==> config.mk <==
export PLATFORM = sky130hd
export DESIGN_NAME = register_file_8x16_flat
export DESIGN_NICKNAME = d
export VERILOG_FILES = /design/src/rtl/register_file_8x16_pkg.sv /design/src/rtl/register_file_8x16_if.sv /design/src/rtl/register_file_8x16_read_port_mux16.sv /design/src/rtl/register_file_8x16.sv /design/src/flat_wrapper.sv
export SDC_FILE = /design/constraint.sdc
export NUM_CORES = 1
export LEC_CHECK = 0
export ABC_CLOCK_PERIOD_IN_PS = 11500
export BUFFER_PORTS_ARGS = -buffer_cell sky130_fd_sc_hd__buf_2
export CAP_MARGIN = 0
export CORE_ASPECT_RATIO = 0.5
export CORE_MARGIN = 3
export CORE_UTILIZATION = 64
export DETAILED_ROUTE_END_ITERATION = 10
export HOLD_SLACK_MARGIN = 0.03
export PLACE_DENSITY = 0.85
export SLEW_MARGIN = 20
export SYNTH_ARGS = -nofsm -noshare
export SYNTH_HDL_FRONTEND = slang
export SYNTH_SLANG_ARGS = --single-unit
==> constraint.sdc <==
create_clock -name Clk -period 11.5 [get_ports Clk]
set_input_delay 0.575 -clock Clk [delete_from_list [all_inputs] [get_ports Clk]]
set_output_delay 0.575 -clock Clk [all_outputs]
set_load 0.01 [all_outputs]
==> src/rtl/register_file_8x16_pkg.sv <==
//------------------------------------------------------------------------------
// register_file_8x16_pkg : shared widths, counts and address type
// Revision: 1.0
//------------------------------------------------------------------------------
`default_nettype none

package register_file_8x16_pkg;

    localparam int REG_ADDR_W         = 3;
    localparam int REG_COUNT          = 8;
    localparam int REG_WIDTH_DEFAULT  = 16;
    localparam logic [REG_ADDR_W-1:0] REG_ZERO = 3'd0;

    typedef logic [REG_ADDR_W-1:0] reg_addr_t;

endpackage

`default_nettype wire

==> src/rtl/register_file_8x16_if.sv <==
//------------------------------------------------------------------------------
// register_file_8x16_if : write port and both read ports of the register file
// Revision: 1.0
//------------------------------------------------------------------------------
`default_nettype none

interface register_file_8x16_if
    import register_file_8x16_pkg::*;
#(
    parameter int WIDTH = REG_WIDTH_DEFAULT
);
    logic             WriteEnable;
    reg_addr_t        WriteAddr;
    logic [WIDTH-1:0] WriteData;
    logic             ReadEnableA;
    reg_addr_t        ReadAddrA;
    logic [WIDTH-1:0] ReadDataA;
    logic             ReadEnableB;
    reg_addr_t        ReadAddrB;
    logic [WIDTH-1:0] ReadDataB;

    modport master (
        output WriteEnable, WriteAddr, WriteData,
        output ReadEnableA, ReadAddrA, ReadEnableB, ReadAddrB,
        input  ReadDataA, ReadDataB
    );

    modport slave (
        input  WriteEnable, WriteAddr, WriteData,
        input  ReadEnableA, ReadAddrA, ReadEnableB, ReadAddrB,
        output ReadDataA, ReadDataB
    );
endinterface

`default_nettype wire

==> src/rtl/register_file_8x16_read_port_mux16.sv <==
//------------------------------------------------------------------------------
// read_port_mux16 : WIDTH-wide 8:1 read selector built from per-bit mux cells
// Revision: 1.0
//------------------------------------------------------------------------------
`default_nettype none

module eight_to_one_mux (
    input  wire logic [7:0] I_i,
    input  wire logic       S2_i,
    input  wire logic       S1_i,
    input  wire logic       S0_i,
    input  wire logic       Enable_i,
    output logic            Y_o
);
    assign Y_o = Enable_i & I_i[{S2_i, S1_i, S0_i}];
endmodule

module read_port_mux16
    import register_file_8x16_pkg::*;
#(
    parameter int WIDTH = REG_WIDTH_DEFAULT
)(
    input  wire logic [REG_COUNT-1:1][WIDTH-1:0] regs_i,
    input  wire reg_addr_t                      addr_i,
    input  wire logic                           enable_i,
    output logic [WIDTH-1:0]                    data_o
);
    for (genvar b = 0; b < WIDTH; b++) begin : g_bit
        logic [7:0] w_bit_in;

        // Slot 0 is R0, which is never stored and always selects zero.
        assign w_bit_in[0] = 1'b0;
        for (genvar r = 1; r < REG_COUNT; r++) begin : g_reg
            assign w_bit_in[r] = regs_i[r][b];
        end

        eight_to_one_mux u_mux (
            .I_i      (w_bit_in),
            .S2_i     (addr_i[2]),
            .S1_i     (addr_i[1]),
            .S0_i     (addr_i[0]),
            .Enable_i (enable_i),
            .Y_o      (data_o[b])
        );
    end
endmodule

`default_nettype wire

==> src/rtl/register_file_8x16.sv <==
//------------------------------------------------------------------------------
// register_file_8x16 : 8x16 register file, R0 hardwired to zero, 1W/2R, optional bypass
// Revision: 1.0
//------------------------------------------------------------------------------
`default_nettype none

module register_file_8x16
    import register_file_8x16_pkg::*;
#(
    parameter int WIDTH  = REG_WIDTH_DEFAULT,
    parameter bit BYPASS = 1'b1
)(
    input  wire logic           Clk,
    input  wire logic           Reset,
    register_file_8x16_if.slave bus
);
    logic [REG_COUNT-1:1][WIDTH-1:0] regs_q;
    logic [REG_COUNT-1:1][WIDTH-1:0] regs_d;
    logic [WIDTH-1:0]                w_mux_a;
    logic [WIDTH-1:0]                w_mux_b;
    logic                            w_en_a;
    logic                            w_en_b;

    always_comb begin
        regs_d = regs_q;
        for (int i = 1; i < REG_COUNT; i++) begin
            if (bus.WriteEnable && (bus.WriteAddr == reg_addr_t'(i))) begin
                regs_d[i] = bus.WriteData;
            end
        end
    end

    always_ff @(posedge Clk or posedge Reset) begin
        if (Reset) begin
            regs_q <= '0;
        end else begin
            regs_q <= regs_d;
        end
    end

    // Reads are forced to zero for the whole reset interval, bypass included.
    assign w_en_a = bus.ReadEnableA & ~Reset;
    assign w_en_b = bus.ReadEnableB & ~Reset;

    read_port_mux16 #(.WIDTH(WIDTH)) u_port_a (
        .regs_i   (regs_q),
        .addr_i   (bus.ReadAddrA),
        .enable_i (w_en_a),
        .data_o   (w_mux_a)
    );

    read_port_mux16 #(.WIDTH(WIDTH)) u_port_b (
        .regs_i   (regs_q),
        .addr_i   (bus.ReadAddrB),
        .enable_i (w_en_b),
        .data_o   (w_mux_b)
    );

    if (BYPASS) begin : g_bypass
        logic w_hit_a;
        logic w_hit_b;

        assign w_hit_a = w_en_a && bus.WriteEnable && (bus.ReadAddrA == bus.WriteAddr)
                         && (bus.ReadAddrA != REG_ZERO);
        assign w_hit_b = w_en_b && bus.WriteEnable && (bus.ReadAddrB == bus.WriteAddr)
                         && (bus.ReadAddrB != REG_ZERO);

        assign bus.ReadDataA = w_hit_a ? bus.WriteData : w_mux_a;
        assign bus.ReadDataB = w_hit_b ? bus.WriteData : w_mux_b;
    end else begin : g_no_bypass
        assign bus.ReadDataA = w_mux_a;
        assign bus.ReadDataB = w_mux_b;
    end
endmodule

`default_nettype wire

==> src/flat_wrapper.sv <==
// flat-port wrapper written by rule: the top's interface ports become plain ports
module register_file_8x16_flat import register_file_8x16_pkg::*;
#(
    parameter int WIDTH  = REG_WIDTH_DEFAULT,
    parameter bit BYPASS = 1'b1
)
  (Clk, Reset, bus_WriteEnable, bus_WriteAddr, bus_WriteData, bus_ReadEnableA, bus_ReadAddrA, bus_ReadEnableB, bus_ReadAddrB, bus_ReadDataA, bus_ReadDataB);
  register_file_8x16_if #(.WIDTH(WIDTH)) bus_i ();
  input  wire logic Clk;
  input  wire logic Reset;
  input wire logic [$bits(bus_i.WriteEnable)-1:0] bus_WriteEnable;
  input wire logic [$bits(bus_i.WriteAddr)-1:0] bus_WriteAddr;
  input wire logic [$bits(bus_i.WriteData)-1:0] bus_WriteData;
  input wire logic [$bits(bus_i.ReadEnableA)-1:0] bus_ReadEnableA;
  input wire logic [$bits(bus_i.ReadAddrA)-1:0] bus_ReadAddrA;
  input wire logic [$bits(bus_i.ReadEnableB)-1:0] bus_ReadEnableB;
  input wire logic [$bits(bus_i.ReadAddrB)-1:0] bus_ReadAddrB;
  output wire logic [$bits(bus_i.ReadDataA)-1:0] bus_ReadDataA;
  output wire logic [$bits(bus_i.ReadDataB)-1:0] bus_ReadDataB;
  assign bus_i.WriteEnable = bus_WriteEnable;
  assign bus_i.WriteAddr = bus_WriteAddr;
  assign bus_i.WriteData = bus_WriteData;
  assign bus_i.ReadEnableA = bus_ReadEnableA;
  assign bus_i.ReadAddrA = bus_ReadAddrA;
  assign bus_i.ReadEnableB = bus_ReadEnableB;
  assign bus_i.ReadAddrB = bus_ReadAddrB;
  assign bus_ReadDataA = bus_i.ReadDataA;
  assign bus_ReadDataB = bus_i.ReadDataB;
  register_file_8x16 #(.WIDTH(WIDTH), .BYPASS(BYPASS)) u_core (.Clk(Clk), .Reset(Reset), .bus(bus_i));
endmodule
==> flow_metrics.tcl, run 1 <==
set metrics [dict create \
    status "completed" \
    regToRegStartpoint "u_core.regs_q[18]" \
    ant_nets 0 \
    holdBufCountCts 0 \
    drive_gt1_share_pct 35.55 \
    total_leakage_power_nw 3.105 \
    largest_register_ffs 112 \
    clk_latency_ns 0.36 \
    fmax_mhz 288.9 \
    finClkSkew_ns 0 \
    area_growth_pct 9.790 \
    r2r-end "u_core.regs_q[18]" \
    multi_input_area_mm2 0.003266 \
    drt_wl_total_mm 17.26 \
    worstMarginPinSlew_ns 0.9702 \
    drc 0 \
    antenna_found_initial 0 \
    grt_use_met3_pct 9.091 \
    synth_nets 610 \
    viasPerCell 6.840 \
    busiest_layer "met2" \
    drt_pass1_iterations 5 \
    first_iter_violations 531 \
    period_minus_slack_ns 3.461 \
    synthFlopType "dfrtp_1" \
    crit_required_ns 10.93 \
    crit_type "input pin to primary output" \
    track_usage_pct 32.30 \
    p_per_area_mw_per_mm2 160.6 \
    use_met2_pct 49.72 \
    io_pins 62 \
    relSlewSlack_pct 35.32 \
    yosysTopAreaCell "dfrtp_1" \
    fp.dieW_um 147.2 \
    postCtsSetupRepairBufs 0 \
    fin_util_pct 73.15 \
    cts_root_buf "clkbuf_16" \
    die_h_um 76.59 \
    ys_seq_elements 112 \
    path_clk_slew_ns 0.08 \
    synth_edf_count 0 \
    slew_viol_final 0 \
    num_rows 25 \
    via_count 5137 \
    syn_area_per_cell_um2 11.00 \
    ff_latch_area_mm2 0.002803 \
    ys_seq_area_share_pct 43.95 \
    cts.sink_count 112 \
    die_area_mm2 0.01127 \
    wl_per_cell_um 22.98 \
    synthArstFlopShare_pct 100.0 \
    numPortBuffers 61 \
    routabilityCongestion 0.7931 \
    finalSetupTns_ns 0 \
    yosysWarnings 0 \
    peakVddDrop_mv 0.08757 \
    rr_worst_depth 1 \
    max-cap-violations 0 \
    grt_pass1_vias 5336 \
    cp-start-kind "input pin" \
    r2r_setup_slack_ns 10.70 \
    hold_path.class "input pin to asynchronous set/reset pin" \
    fin_nets 642 \
    hold_viol_final 0 \
    regMostFlops "u_core.regs_q" \
    synth.top_cell.area_share_pct 43.95 \
    top_regs "u_core.regs_q (112)" \
    start_util_pct 66.63 \
    cp_max_fo 36 \
    antenna_cells 0 \
    htreeDepth 3 \
    fillCellCount 671 \
    grt_pass1_wl_mm 28.59 \
    synth_area_leaders "dfrtp_1 44%, mux2_2 18%, mux4_2 7.1%, o21ai_0 6.2%, nand2_1 4.9%" \
    yosysUniqueCellTypes 40 \
    rsz0062_at_grt "false" \
    grt.overflow.total 0 \
    syn_inst 580 \
    grt_max_degree 69 \
    grtUsageMet1_pct 43.80 \
    cts_resized 0 \
    finalPower_w 0.001124 \
    core_region_area_mm2 0.009572 \
    worstSetupEndpointType "primary output" \
    numCtsBuffers 9 \
    hpwl_mm 10.10 \
    synthesis.area_mm2 0.006377 \
    clockBufferDepth 2 \
    cts_tree "yes" \
    setup_viol 0 \
    post-route-period-util_pct 30.10 \
    crit_arrival_ns 2.89 \
]
## how the worst max path moves through the flow
stage / from / endpoint / slack, ns / cells after the start
after floorplan: Reset / bus_ReadDataA[10] / 6.82 / 5
after global placement: bus_ReadAddrB[1] / bus_ReadDataB[0] / 8.01 / 6
after detailed placement: bus_ReadAddrB[1] / bus_ReadDataB[0] / 7.94 / 6
after CTS: bus_ReadAddrB[1] / bus_ReadDataB[6] / 7.88 / 6
after global routing: bus_ReadAddrA[0] / bus_ReadDataA[0] / 7.96 / 6
final: bus_ReadAddrA[0] / bus_ReadDataA[0] / 8.04 / 6
## where the power goes
| group | internal (W) | total (W) | switching, W |
|---|---|---|---|
| clock network | 0.000177 | 0.000329 | 0.000152 |
| registers | 0.000473 | 0.000537 | 0.0000635 |
| logic | 0.000137 | 0.000259 | 0.000121 |
## metrics by stage
stage                     setup slack [ns]  hold slack [ns]  std cells  instance area, um^2
after global routing                 7.960           0.3576        751                 7002
final                                8.039           0.3086        751                 7002
after floorplan                      6.819           0.4604        580                 6377
after global placement               8.014           0.4756        736                 6696
after CTS                            7.876           0.3295        751                 6999
after detailed placement             7.943           0.4851        736                 6696
## routing by layer
layer | share of wire [%] | up-vias
met2 | 46 | 285
met5 | 0 | -
met4 | 3.3 | 0
met1 | 40 | 2574
met3 | 10 | 64
li1 | - | 2214
## cell type report
type                            count  area share (%)
Timing Repair Buffer               73           5.647
Tap cell                          135           2.412
Sequential cell                   112           40.03
Inverter                           17          0.9471
Clock inverter                      5          0.9114
Clock buffer                       10           3.413
Multi-Input combinational cell    399           46.64
## cell families after synthesis
logic type / synth area share, %
AOI/OAI and AO/OA: 17.07
muxes: 25.35
and+or+nand+nor: 7.436
DFF: 43.95
buffers and inverters: 5.356
xor gates and xnor gates: 0.8438
## layout by cell type, fill, tap and decap left out, drive strengths merged, types with 2 or more instances in the layout
cell type,Yosys,layout
dfrtp,112,112
mux2,100,100
nand2,83,83
o21ai,81,81
buf,29,73
mux4,20,20
inv,17,20
a22o,16,16
o22ai,16,16
a22oi,15,15
a221oi,12,12
o32ai,12,12
a21oi,10,10
clkbuf,23,10
mux2i,4,4
a211oi,4,4
nand4b,3,3
nand4,3,3
nor2b,3,3
xnor2,3,3
nor4bb,2,2
nor3,2,2
or2,2,2
## cell usage after synthesis, drive strengths merged (10+ instances only)
master / count
a21oi: 10
a221oi: 12
a22o: 16
a22oi: 15
buf: 29
clkbuf: 23
dfrtp: 112
inv: 17
mux2: 100
mux4: 20
nand2: 83
o21ai: 81
o22ai: 16
o32ai: 12
## worst max-delay path, stage by stage
cell	delay [ns]
buf_2	0.70
xnor2_4	0.20
nand4_4	0.14
nor3_4	0.82
a22o_1	0.29
buf_2	0.14
(Power assumes the default switching activity.)
==> run 2: changes to the inputs <==
--- a/config.mk
+++ b/config.mk
@@ -5,15 +5,15 @@
 export SDC_FILE = /design/constraint.sdc
 export NUM_CORES = 1
 export LEC_CHECK = 0
-export ABC_CLOCK_PERIOD_IN_PS = 11500
+export ABC_CLOCK_PERIOD_IN_PS = 3600
 export BUFFER_PORTS_ARGS = -buffer_cell sky130_fd_sc_hd__buf_2
 export CAP_MARGIN = 0
 export CORE_ASPECT_RATIO = 0.5
 export CORE_MARGIN = 3
-export CORE_UTILIZATION = 64
+export CORE_UTILIZATION = 60
 export DETAILED_ROUTE_END_ITERATION = 10
 export HOLD_SLACK_MARGIN = 0.03
-export PLACE_DENSITY = 0.85
+export PLACE_DENSITY = 0.81
 export SLEW_MARGIN = 20
 export SYNTH_ARGS = -nofsm -noshare
 export SYNTH_HDL_FRONTEND = slang
==> constraint.sdc (replaced) <==
create_clock -name Clk -period 3.6 [get_ports Clk]
set_input_delay 0.18 -clock Clk [delete_from_list [all_inputs] [get_ports Clk]]
set_output_delay 0.18 -clock Clk [all_outputs]
set_load 0.01 [all_outputs]
==> run 2 against run 1 <==
Effect of this change: non-clock buffer count grew 4; cell count grew 0.67%; via count shrank 2.0%; critical endpoint is now bus_ReadDataA[9].
==> flow_metrics.tcl, run 2 (synthesized netlist as in run 1, its figures left out) <==
set metrics [dict create \
    status "completed" \
    hold_viol_final 0 \
    cts_root_buf "clkbuf_16" \
    drt_pass1_iterations 5 \
    track_usage_pct 28.95 \
    layout_setup_ws_ns 1.149 \
    regToRegStartpoint "u_core.regs_q[62]" \
    finClkSkew_ns 0 \
    drc 0 \
    cp-start-kind "input pin" \
    htreeDepth 3 \
    largest_register_ffs 112 \
    clockBufferDepth 2 \
    crit_required_ns 3.42 \
    hpwl_mm 10.11 \
    r2r-end "u_core.regs_q[62]" \
    grt_pass1_vias 5212 \
    worstSetupEndpointType "primary output" \
    grt_max_degree 78 \
    final_common_cell "dfrtp_1" \
    crit_arrival_ns 2.27 \
    path_clk_slew_ns 0.07 \
    cts_tree "yes" \
    drive_gt1_share_pct 35.75 \
    finalSetupTns_ns 0 \
    p_per_area_mw_per_mm2 504.2 \
    r2r_setup_slack_ns 2.79 \
    start_util_pct 64.52 \
    cts.sink_count 112 \
    final_cell_mix "112 x dfrtp_1, 100 x mux2_2, 83 x nand2_1" \
    rsz0062_at_grt "false" \
    period_minus_slack_ns 2.451 \
    post-route-period-util_pct 68.07 \
    max-cap-violations 0 \
    relSlewSlack_pct 28.13 \
    setup_viol 0 \
    numCtsBuffers 9 \
    cp_max_fo 34 \
    numPortBuffers 61 \
    num_rows 25 \
    hold_path.class "input pin to asynchronous set/reset pin" \
    antenna_found_initial 0 \
    crit_type "input pin to primary output" \
    top_regs "u_core.regs_q (112)" \
    grt_pass1_wl_mm 27.38 \
    slew_viol_final 0 \
    postCtsSetupRepairBufs 0 \
    drt_wl_total_mm 16.58 \
    die_h_um 78.90 \
    viasPerCell 6.659 \
    regMostFlops "u_core.regs_q" \
    fmax_mhz 408.1 \
    place_ws_ns 1.212 \
    critPathLaunch "bus_ReadAddrA[2]" \
    ant_nets 0 \
    die_area_mm2 0.01198 \
    core_region_area_mm2 0.009884 \
    routabilityCongestion 0.8093 \
    total_leakage_power_nw 3.116 \
    antenna_cells 0 \
    holdBufCountCts 0 \
    clk_latency_ns 0.35 \
    worstMarginPinSlew_ns 1.075 \
    place_area_mm2 0.006728 \
    peakVddDrop_mv 0.2662 \
    via_count 5034 \
    fin_util_pct 71.08 \
    io_pins 62 \
    fp.dieW_um 151.8 \
    area_growth_pct 10.16 \
    wl_per_cell_um 21.93 \
    cts_resized 0 \
    fin_nets 646 \
    final_area_mm2 0.007025 \
    grt.overflow.total 0 \
    first_iter_violations 524 \
    rr_worst_depth 1 \
]
[run 2: cell types whose count changed in the layout (fill, tap and decap cells not counted)]
cell / delta
buf_4: +4
clkinv_4: +2
inv_6: -2
clkbuf_1: +1
clkbuf_8: -1
clkinv_2: +1
clkinvlp_4: +1
inv_4: -1
nor2b_1: +1
nor2b_2: -1
[run 2: how the worst max path moves through the flow]
stage | slack, ns | cells after the start | to
2_1_floorplan | 0.74 | 5 | bus_ReadDataA[10]
3_3_place_gp | 1.34 | 6 | bus_ReadDataA[0]
3_5_place_dp | 1.21 | 6 | bus_ReadDataA[9]
4_1_cts | 1.21 | 6 | bus_ReadDataA[9]
5_1_grt | 1.10 | 6 | bus_ReadDataA[9]
6_report | 1.15 | 6 | bus_ReadDataA[9]
[run 2: layout make-up]
class | instances | area (um^2)
multi-input cells | 399 | 3263
fillers | 733 | 2859
flip-flops and latches | 112 | 2803
repair buffers | 77 | 425.4
clock buffers | 10 | 229.0
well taps | 135 | 168.9
clock inverters | 6 | 68.82
inverters | 17 | 67.56
[run 2: critical path, stage by stage]
cell and delay, ns:
buf_2 0.53, and2_1 0.24, a21oi_2 0.06, nor3_4 0.82, a22o_1 0.30, buf_2 0.14
[run 2: stage by stage]
step	hold slack [ns]	power, W	std cells
2_1_floorplan	0.3316	0.002307	580
3_3_place_gp	0.4019	0.002480	740
3_5_place_dp	0.4027	0.002533	740
4_1_cts	0.03295	0.003533	756
5_1_grt	0.06070	0.003725	756
6_report	0.02805	0.003542	756
[run 2: layer usage]
layer / up-vias / GRT usage [%] / wire length (um) / part of all wire (%)
li1: 2223 / - / - / -
met3: 32 / 6.805 / 1396 / 8.4
met2: 254 / 47.57 / 7866 / 47
met5: - / 0 / 0 / 0
met4: 0 / 9.238 / 286 / 1.7
met1: 2525 / 38.81 / 7029 / 42
[run 2: power by group]
group / internal, W / switching (W)
Sequential: 0.00151 / 0.000198
Combinational: 0.000440 / 0.000380
Clock: 0.000545 / 0.000465
Total: 0.00250 / 0.00104
